$ cat config.mk
export PLATFORM = sky130hd
export DESIGN_NAME = gpio_ctrl
export DESIGN_NICKNAME = d
export VERILOG_FILES = /design/src/rtl/gpio_pkg.sv /design/src/rtl/gpio_in_sync.sv /design/src/rtl/gpio_ctrl.sv
export SDC_FILE = /design/constraint.sdc
export NUM_CORES = 1
export LEC_CHECK = 0
export BUFFER_PORTS_ARGS = -buffer_cell sky130_fd_sc_hd__buf_2
export CAP_MARGIN = 20
export CORE_MARGIN = 5
export CORE_UTILIZATION = 35
export DETAILED_ROUTE_END_ITERATION = 12
export GPL_TIMING_DRIVEN = 0
export PLACE_DENSITY_LB_ADDON = 0.1
export SLEW_MARGIN = 15
export SYNTH_ARGS = -nofsm -noshare
export SYNTH_HDL_FRONTEND = slang
export SYNTH_HIERARCHICAL = 1
export SYNTH_SLANG_ARGS = --single-unit
$ cat constraint.sdc
create_clock -name clk -period 2.8 [get_ports clk]
set_clock_uncertainty 0.1 [all_clocks]
set_input_delay 0.42 -clock clk [delete_from_list [all_inputs] [get_ports clk]]
set_output_delay 0.42 -clock clk [all_outputs]
set_load 0.02 [all_outputs]
$ cat src/rtl/gpio_pkg.sv
// rtl/gpio_pkg.sv - GPIO controller constants; address width set by `MAX_BIT_POS (default 31)
`ifndef MAX_BIT_POS
`define MAX_BIT_POS 31
`endif

package gpio_pkg;

  // Low bit of the block-select compare; each block spans 32 bytes
  localparam int GPIO_ADDR_MATCH_LSB = 5;

  // Width of the word-register index taken from l_addr[4:2]
  localparam int GPIO_REG_IDX_W = 3;

  typedef logic [GPIO_REG_IDX_W-1:0] gpio_reg_idx_t;

  localparam gpio_reg_idx_t GPIO_OFF_DIR = 3'd0;
  localparam gpio_reg_idx_t GPIO_OFF_OUT = 3'd1;
  localparam gpio_reg_idx_t GPIO_OFF_IN  = 3'd2;
  localparam gpio_reg_idx_t GPIO_OFF_IE  = 3'd3;
  localparam gpio_reg_idx_t GPIO_OFF_IS  = 3'd4;
  localparam gpio_reg_idx_t GPIO_OFF_POL = 3'd5;

endpackage

$ cat src/rtl/gpio_in_sync.sv
// rtl/gpio_in_sync.sv - pad synchroniser, optional debounce (GPIO_DEBOUNCE_EN), edge detect
module gpio_in_sync #(
  parameter int GPIO_WIDTH = 16
`ifdef GPIO_DEBOUNCE_EN
  , parameter int DEBOUNCE_DIV = 1000
`endif
) (
  input  logic                  clk,
  input  logic                  rst,
  input  logic [GPIO_WIDTH-1:0] gpio_i,
  input  logic [GPIO_WIDTH-1:0] pol_i,
  output logic [GPIO_WIDTH-1:0] level_o,
  output logic [GPIO_WIDTH-1:0] edge_o
);

  logic [GPIO_WIDTH-1:0] meta_q;
  logic [GPIO_WIDTH-1:0] sync_q;
  logic [GPIO_WIDTH-1:0] prev_q;
  logic [GPIO_WIDTH-1:0] lvl;

`ifdef GPIO_DEBOUNCE_EN
  localparam int CNT_W = (DEBOUNCE_DIV > 1) ? $clog2(DEBOUNCE_DIV) : 1;

  logic [CNT_W-1:0]      cnt_q, cnt_d;
  logic                  tick;
  logic [GPIO_WIDTH-1:0] h0_q, h0_d;
  logic [GPIO_WIDTH-1:0] h1_q, h1_d;
  logic [GPIO_WIDTH-1:0] h2_q, h2_d;
  logic [GPIO_WIDTH-1:0] db_q, db_d;

  // Prescaler tick, 3-deep sample history and agree-all-three debounced level
  always_comb begin
    tick  = (cnt_q == CNT_W'(DEBOUNCE_DIV - 1));
    cnt_d = tick ? '0 : cnt_q + 1'b1;
    h0_d  = h0_q;
    h1_d  = h1_q;
    h2_d  = h2_q;
    if (tick) begin
      h0_d = sync_q;
      h1_d = h0_q;
      h2_d = h1_q;
    end
    // All ones forces 1, all zeros forces 0, anything mixed keeps the old level
    db_d = (h0_q & h1_q & h2_q) | (db_q & (h0_q | h1_q | h2_q));
  end

  // Debounce state registers
  always_ff @(posedge clk) begin
    if (!rst) begin
      cnt_q <= '0;
      h0_q  <= '0;
      h1_q  <= '0;
      h2_q  <= '0;
      db_q  <= '0;
    end else begin
      cnt_q <= cnt_d;
      h0_q  <= h0_d;
      h1_q  <= h1_d;
      h2_q  <= h2_d;
      db_q  <= db_d;
    end
  end

  assign lvl = db_q;
`else
  assign lvl = sync_q;
`endif

  // Two-flop synchroniser plus one cycle of level history for edge detection
  always_ff @(posedge clk) begin
    if (!rst) begin
      meta_q <= '0;
      sync_q <= '0;
      prev_q <= '0;
    end else begin
      meta_q <= gpio_i;
      sync_q <= meta_q;
      prev_q <= lvl;
    end
  end

  assign level_o = lvl;
  assign edge_o  = (pol_i & lvl & ~prev_q) | (~pol_i & ~lvl & prev_q);

endmodule

$ cat src/rtl/gpio_ctrl.sv
// rtl/gpio_ctrl.sv - slow-clock GPIO register block; GPIO_DEBOUNCE_EN enables input debounce
module gpio_ctrl
  import gpio_pkg::*;
#(
  parameter int          WIDTH      = 32,
  parameter int          GPIO_WIDTH = 16,
  parameter logic [31:0] BASE_ADDR  = 32'h1000_0100
`ifdef GPIO_DEBOUNCE_EN
  , parameter int        DEBOUNCE_DIV = 1000
`endif
) (
  input  logic                  clk,
  input  logic                  rst,
  input  logic                  l_read_en,
  input  logic                  l_write_en,
  input  logic [`MAX_BIT_POS:0] l_addr,
  input  logic [WIDTH-1:0]      l_data_in,
  output logic [WIDTH-1:0]      l_data_out,
  input  logic [GPIO_WIDTH-1:0] gpio_in,
  output logic [GPIO_WIDTH-1:0] gpio_out,
  output logic [GPIO_WIDTH-1:0] gpio_oe,
  output logic                  irq
);

  logic [GPIO_WIDTH-1:0] dir_q, dir_d;
  logic [GPIO_WIDTH-1:0] out_q, out_d;
  logic [GPIO_WIDTH-1:0] ie_q,  ie_d;
  logic [GPIO_WIDTH-1:0] is_q,  is_d;
  logic [GPIO_WIDTH-1:0] pol_q, pol_d;
  logic                  irq_q, irq_d;
  logic [WIDTH-1:0]      rdata_q, rdata_d;

  logic                  hit;
  logic                  wr_hit;
  logic                  rd_stb;
  gpio_reg_idx_t         idx;
  logic [GPIO_WIDTH-1:0] wdata;
  logic [GPIO_WIDTH-1:0] w1c_mask;
  logic [GPIO_WIDTH-1:0] rd_val;
  logic [GPIO_WIDTH-1:0] pin_level;
  logic [GPIO_WIDTH-1:0] pin_edge;

  gpio_in_sync #(
    .GPIO_WIDTH  (GPIO_WIDTH)
`ifdef GPIO_DEBOUNCE_EN
    , .DEBOUNCE_DIV(DEBOUNCE_DIV)
`endif
  ) u_in_sync (
    .clk     (clk),
    .rst     (rst),
    .gpio_i  (gpio_in),
    .pol_i   (pol_q),
    .level_o (pin_level),
    .edge_o  (pin_edge)
  );

  assign hit    = (l_addr[`MAX_BIT_POS:GPIO_ADDR_MATCH_LSB] ==
                   BASE_ADDR[`MAX_BIT_POS:GPIO_ADDR_MATCH_LSB]);
  assign idx    = l_addr[GPIO_ADDR_MATCH_LSB-1:2];
  assign wr_hit = hit & l_write_en;
  // A simultaneous write strobe turns the access into a write-only cycle
  assign rd_stb = l_read_en & ~l_write_en;
  assign wdata  = l_data_in[GPIO_WIDTH-1:0];

  // Byte lane bits and data bits above the pin count carry no information here
  logic unused_bits;
  if (WIDTH > GPIO_WIDTH) begin : g_unused_hi
    assign unused_bits = ^{l_addr[1:0], l_data_in[WIDTH-1:GPIO_WIDTH]};
  end else begin : g_unused_lo
    assign unused_bits = ^l_addr[1:0];
  end

  // Read mux; unmapped offsets 6 and 7 read as zero
  always_comb begin
    rd_val = '0;
    case (idx)
      GPIO_OFF_DIR: rd_val = dir_q;
      GPIO_OFF_OUT: rd_val = out_q;
      GPIO_OFF_IN:  rd_val = pin_level;
      GPIO_OFF_IE:  rd_val = ie_q;
      GPIO_OFF_IS:  rd_val = is_q;
      GPIO_OFF_POL: rd_val = pol_q;
      default:      rd_val = '0;
    endcase
  end

  // Register writes, W1C status with set-wins, registered interrupt and held read data
  always_comb begin
    dir_d    = dir_q;
    out_d    = out_q;
    ie_d     = ie_q;
    pol_d    = pol_q;
    w1c_mask = '0;
    rdata_d  = rdata_q;
    if (wr_hit) begin
      case (idx)
        GPIO_OFF_DIR: dir_d    = wdata;
        GPIO_OFF_OUT: out_d    = wdata;
        GPIO_OFF_IE:  ie_d     = wdata;
        GPIO_OFF_IS:  w1c_mask = wdata;
        GPIO_OFF_POL: pol_d    = wdata;
        default:      ;
      endcase
    end
    // A new edge in the clearing cycle is ORed in after the clear, so it survives
    is_d  = (is_q & ~w1c_mask) | pin_edge;
    irq_d = |(is_q & ie_q);
    // Misses return zero so several slaves can be OR-combined upstream
    if (rd_stb) begin
      rdata_d = '0;
      if (hit) begin
        rdata_d[GPIO_WIDTH-1:0] = rd_val;
      end
    end
  end

  // Register state; reset drops any in-flight access
  always_ff @(posedge clk) begin
    if (!rst) begin
      dir_q   <= '0;
      out_q   <= '0;
      ie_q    <= '0;
      is_q    <= '0;
      pol_q   <= '0;
      irq_q   <= 1'b0;
      rdata_q <= '0;
    end else begin
      dir_q   <= dir_d;
      out_q   <= out_d;
      ie_q    <= ie_d;
      is_q    <= is_d;
      pol_q   <= pol_d;
      irq_q   <= irq_d;
      rdata_q <= rdata_d;
    end
  end

  assign l_data_out = rdata_q;
  assign gpio_out   = out_q;
  assign gpio_oe    = dir_q;
  assign irq        = irq_q;

endmodule

==> results.toml, run 1 <==
[run_status]
status = "finished clean"

[clock_network]
clockBufferDepth = 2
cts_buffers = 17
hold_buffers = 0
clkLatencyLatePin_ns = 0.42
clkSinkCount = 145
cts_resized = 0
clkTransAtPathRegs_ns = 0.06
cts-root-buf = "clkbuf_16"
cts_tree = "done"
post_cts_buffers = 0
htreeDepth = 4

[drt]
wirelength_um = 19400
drc_errors = 0
num_vias = 5174
routedWlPerCell_um = 18.6
first_iter_violations = 367
firstDrtPassIters = 5
postRouteAntennaNets = 0
vias_per_cell = 4.97

[logic_synthesis]
ys.flop_type = "dfxtp_1"
yosys_warnings = 6
netlist_area_um2 = 6300
yosysUniqueCellTypes = 42
synth_enable_flop_cells = 0
async_flop_share = 0
avgSynthCellArea_um2 = 9.62
ys_seq_area_frac = 0.461
synth-seq-cells = 145
synth_cells = 655

[global_routing]
grt_start_max_net_pins = 17
grt_usage = 0.189
grt_pass1_wl_um = 29400
overflow = 0
grt_pass1_vias = 5184
antenna_found_initial = 0

[cells_and_area]
syn_to_final_growth_pct = 24.5
regArea_um2 = 2900
fill_cells = 1765
n_antenna_cell = 0
final_nets = 885
fin_cells = 1042
multi_input_area_um2 = 3030
utilization = 0.440
most-common-layout-cells = "dfxtp_1, buf_2, nand2_1"
drive_gt1_frac = 0.240
layout_commonest_cell = "dfxtp_1"

[worst_hold_path]
worstHoldPathCells = 2
min_to = "is_q[10]$_SDFF_PN0_"
min_path_type = "in -> reg"
hp-start = "l_data_in[10]"

[power]
power_frac_comb = 0.063
switching_share = 0.219
p_leak_nw = 3.18
power_density_nw_per_um2 = 625
p_clk_frac = 0.505
finalPower_mw = 4.91
p_int_mw = 3.83
ir_drop_v = 0.000429
pwr-share-seq = 0.433
switchingPower_mw = 1.07

[critical_path]
r2r_start = "is_q[9]$_SDFF_PN0_"
crit_type = "in -> reg"
end_kind = "flop"
cp.required_ns = 3.04
startpoint_type = "input pin"
worst_r2r_endpoint = "irq$_SDFF_PN0_"
r2r_slack_ns = 1.36
path_max_fanout = 10
reg2reg_depth = 4
cp.arrival_ns = 2.56

[placed_design]
dp_hpwl_um = 14400
place_ws_ns = -0.00725
place_inst = 1011
io_buffers = 112
globalplace.congestion = 0.866

[floorplanning]
fp-row-count = 49
coreArea_um2 = 17800
ioPinCount = 149
fp.dieW_um = 144
initial_utilization = 0.353
die_h_um = 144
dieArea_um2 = 20800

[sta]
setup_slack_ns = 0.485
timing.hold.ws_ns = 0.105
relSlewSlack = 0.401
setup_viol = 0
rsz0062_at_grt = "no"
fin_crit_ns = 2.32
tightestPinTransition_ns = 0.892
finalHoldViolCount = 0
clock.fmax_ghz = 0.432
slew_violations = 0
period_share = 0.827

[job]
max_cap_violations = 0
metrics by stage:
stage / setup TNS, ns / area (µm²)
5_1_grt: 0 / 7850
3_5_place_dp: -0.00725 / 7210
4_1_cts: 0 / 7850
2_1_floorplan: 0 / 6360
3_3_place_gp: 0 / 7210
6_report: 0 / 7850
metal layers:
layer  vias up  part of all wire  track usage
li1       2532                 -            -
met1      2413              0.46        0.257
met3        24             0.081       0.0466
met2       205              0.45        0.297
met5         -                 0            0
met4         0             0.016       0.0594
worst max-delay path: stages:
cell and delay [ns]:
buf_2 0.10, nor4_1 0.26, nand2_1 0.36, nor4_4 0.89
buf_6 0.30, mux2i_1 0.21
worst max path at each step:
| stage | slack (ns) | to | startpoint |
|---|---|---|---|
| after floorplan | 0.63 | ie_q[10]$_SDFFE_PN0P_ | l_addr[15] |
| after global placement | 0.07 | gpio_oe[7]$_SDFFE_PN0P_ | l_addr[10] |
| after detailed placement | -0.007 | gpio_oe[9]$_SDFFE_PN0P_ | l_addr[9] |
| after CTS | 0.43 | gpio_oe[9]$_SDFFE_PN0P_ | l_addr[9] |
| after global routing | 0.27 | gpio_oe[8]$_SDFFE_PN0P_ | l_addr[9] |
| final | 0.48 | gpio_oe[9]$_SDFFE_PN0P_ | l_addr[9] |
power groups by stage:
stage,clock (mW),sequential (mW),combinational (mW)
4_1_cts,2.51,2.12,0.308
2_1_floorplan,0,2.16,0.183
5_1_grt,2.61,2.13,0.334
3_3_place_gp,0,2.17,0.302
6_report,2.48,2.12,0.308
3_5_place_dp,0,2.17,0.307
kinds of logic (layout without fill, tap and decap cells):
| kind of cell | Yosys count | count (layout) | synth area share |
|---|---|---|---|
| mux | 105 | 105 | 0.168 |
| compound gates | 113 | 113 | 0.111 |
| other cells | 1 | 16 | 0.000595 |
| buf+inv | 76 | 219 | 0.0685 |
| simple gates | 215 | 215 | 0.192 |
| flops | 145 | 145 | 0.460 |
cell usage after synthesis, drive strengths merged (2+ instances only):
cell	instances	area share
a22oi	4	0.0048
a31oi	16	0.016
o221ai	5	0.0069
nor2	3	0.0018
and2	49	0.049
o2bb2ai	8	0.011
nor3	2	0.0052
a22o	2	0.0028
nor4b	2	0.0075
buf	33	0.042
inv	22	0.013
mux2	6	0.011
o21ai	39	0.031
a211oi	2	0.0024
nand2	116	0.069
or3	3	0.0046
nand3	3	0.0024
o22ai	25	0.025
dfxtp	145	0.46
nor4	7	0.019
a221oi	2	0.0028
or4	2	0.0030
a21oi	9	0.0071
nor2b	2	0.0020
and3	2	0.0020
nand2b	19	0.019
clkbuf	21	0.013
nand3b	3	0.0036
mux2i	99	0.16
sequential cells by signal, indices dropped and copies added (netlist names):
name,flops
gpio_oe,16
l_data_out,16
is_q,16
gpio_out,16
irq,1
ie_q,16
u_in_sync/meta_q,16
u_in_sync/prev_q,16
u_in_sync/level_o,16
pol_q,16
layout make-up:
cell class              instances  area share
repair buffers                112      0.0714
flip-flops and latches        145       0.370
clock buffers                  20      0.0582
well taps                     229      0.0365
inverters                      22      0.0105
plain buffers                  54      0.0445
clock inverters                11      0.0236
multi-input cells             449       0.385
(Power assumes the default switching activity.)
==> run 2, diff against run 1 <==
==> constraint.sdc (replaced) <==
create_clock -name clk -period 2.1 [get_ports clk]
set_clock_uncertainty 0.1 [all_clocks]
set_input_delay 0.315 -clock clk [delete_from_list [all_inputs] [get_ports clk]]
set_output_delay 0.315 -clock clk [all_outputs]
set_load 0.02 [all_outputs]
==> run 2 against run 1 <==
Against the previous run: power is 34% higher; combinational power is 42% higher; flip-flop and latch count stayed put; sequential share of layout area fell by 1.0 points; core utilization rose by 1.3 points; via count increased by 1.3%; global-route usage increased by 0.055 points; first-iteration DRC count is 19% lower; worst hold slack got worse by 0.095 ns; count of clock-buffer cells in the layout unchanged; non-clock buffer count increased by 23.
==> results.toml, run 2 (synthesis results as in run 1) <==
[critical_path]
max_stage_delay_ns = 0.47
cp_cell_sequence = "buf_2 > or3_1 > buf_6 > or3_4 > nor3_4 > buf_8 > mux2i_1"
path_max_fanout = 10
critPathBufInv = 3
crit_type = "in -> reg"
startpoint_type = "input pin"
end_kind = "flop"
r2r_slack_ns = 0.66
slowest_stage = "nor3_4"
crit_family = "simple AND/OR/NAND/NOR gates"
cp.arrival_ns = 2.27
cp.required_ns = 2.34

[worst_hold_path]
min_path_type = "in -> reg"

[global_routing]
antenna_found_initial = 0
overflow = 0
grt_pass1_wl_um = 29600
grt_pass1_vias = 5210
grt_usage = 0.190
grt_start_max_net_pins = 17

[drt]
drc_errors = 0
first_iter_violations = 298
vias_per_cell = 4.92
postRouteAntennaNets = 0
firstDrtPassIters = 5
wirelength_um = 19500
num_vias = 5242
routedWlPerCell_um = 18.3

[power]
power_frac_comb = 0.067
finalPower_mw = 6.57
switching_share = 0.219
p_clk_frac = 0.503
power_density_nw_per_um2 = 814
p_leak_nw = 3.28
pwr-share-seq = 0.431
switchingPower_mw = 1.44
p_int_mw = 5.14
ir_drop_v = 0.000571

[sta]
clock.fmax_ghz = 0.492
setup_viol = 0
tightestPinTransition_ns = 0.842
finalHoldViolCount = 0
finalSetupTns_ns = 0
relSlewSlack = 0.439
slew_violations = 0
rsz0062_at_grt = "no"
fin_crit_ns = 2.03
period_share = 0.968

[job]
max_cap_violations = 0

[placed_design]
io_buffers = 112
dp_hpwl_um = 14400
globalplace.congestion = 0.866
place_inst = 1011

[cells_and_area]
n_antenna_cell = 0
most-common-layout-cells = "dfxtp_1, buf_2, nand2_1"
fin_cells = 1065
layout_commonest_cell = "dfxtp_1"
drive_gt1_frac = 0.238
final_nets = 908
syn_to_final_growth_pct = 28.1

[clock_network]
cts_buffers = 17
clockBufferDepth = 2
clkTransAtPathRegs_ns = 0.06
cts_resized = 0
cts-root-buf = "clkbuf_16"
cts_tree = "done"
clkLatencyLatePin_ns = 0.42
clkSinkCount = 145
htreeDepth = 4

[floorplanning]
fp.dieW_um = 144
coreArea_um2 = 17800
initial_utilization = 0.353
fp-row-count = 49
dieArea_um2 = 20800
ioPinCount = 149
die_h_um = 144

[run_status]
status = "finished clean"
==> run 2: changes by cell type in the layout (fill, tap and decap cells not counted) <==
cell,change
clkbuf_1,-1
dlygate4sd3_1,+20
buf_4,+4
==> run 2: repair_timing <==
action / in CTS / in global routing
buffers inserted: 2 / 2
endpoints found under the setup margin: 24 / 15
hold endpoints to repair: 20 / 0
hold buffers: 20 / 0
pin swaps: 3 / 1
==> run 2: worst paths after layout <==
check | startpoint | end | depth (start not counted)
worst min-delay path | l_data_in[4] | is_q[4]$_SDFF_PN0_ | 2
worst max register to register | is_q[9]$_SDFF_PN0_ | irq$_SDFF_PN0_ | 4
worst max-delay path | l_addr[15] | ie_q[13]$_SDFFE_PN0P_ | 7
worst min register to register | u_in_sync/meta_q[7]$_SDFF_PN0_ | u_in_sync/level_o[7]$_SDFF_PN0_ | 1
==> run 2: power by group through the flow <==
stage / registers [mW] / clock network (mW) / logic (mW)
after CTS: 2.83 / 3.35 / 0.438
after detailed placement: 2.89 / 0 / 0.409
after floorplan: 2.88 / 0 / 0.244
after global routing: 2.83 / 3.48 / 0.475
after global placement: 2.89 / 0 / 0.403
final: 2.83 / 3.30 / 0.438
==> run 2: layout make-up <==
type                            count  area (µm²)
Fill cell                        1752        9770
Multi-Input combinational cell    449        3030
Sequential cell                   145        2900
Timing Repair Buffer              136         791
Clock buffer                       20         457
Buffer                             53         345
Tap cell                          229         287
Clock inverter                     11         185
Inverter                           22        82.6
==> run 2: layer usage <==
layer / wire, µm / global-route usage / up-vias
met5: 0 / 0 / -
met4: 304 / 0.0594 / 0
met3: 1430 / 0.0460 / 24
met2: 8650 / 0.300 / 206
met1: 9090 / 0.257 / 2436
li1: - / - / 2576
==> run 2: through the flow <==
| stage | cell area (µm²) | utilization | hold WS (ns) | setup WS (ns) |
|---|---|---|---|---|
| 6_report | 8080 | 0.453 | 0.0102 | 0.0681 |
| 5_1_grt | 8080 | 0.453 | 0.00493 | 0.0201 |
| 4_1_cts | 8060 | 0.452 | 0.000610 | 0.0304 |
| 3_5_place_dp | 7210 | 0.404 | 0.317 | -0.602 |
| 3_3_place_gp | 7210 | 0.404 | 0.317 | -0.530 |
| 2_1_floorplan | 6360 | - | 0.312 | 0.0325 |
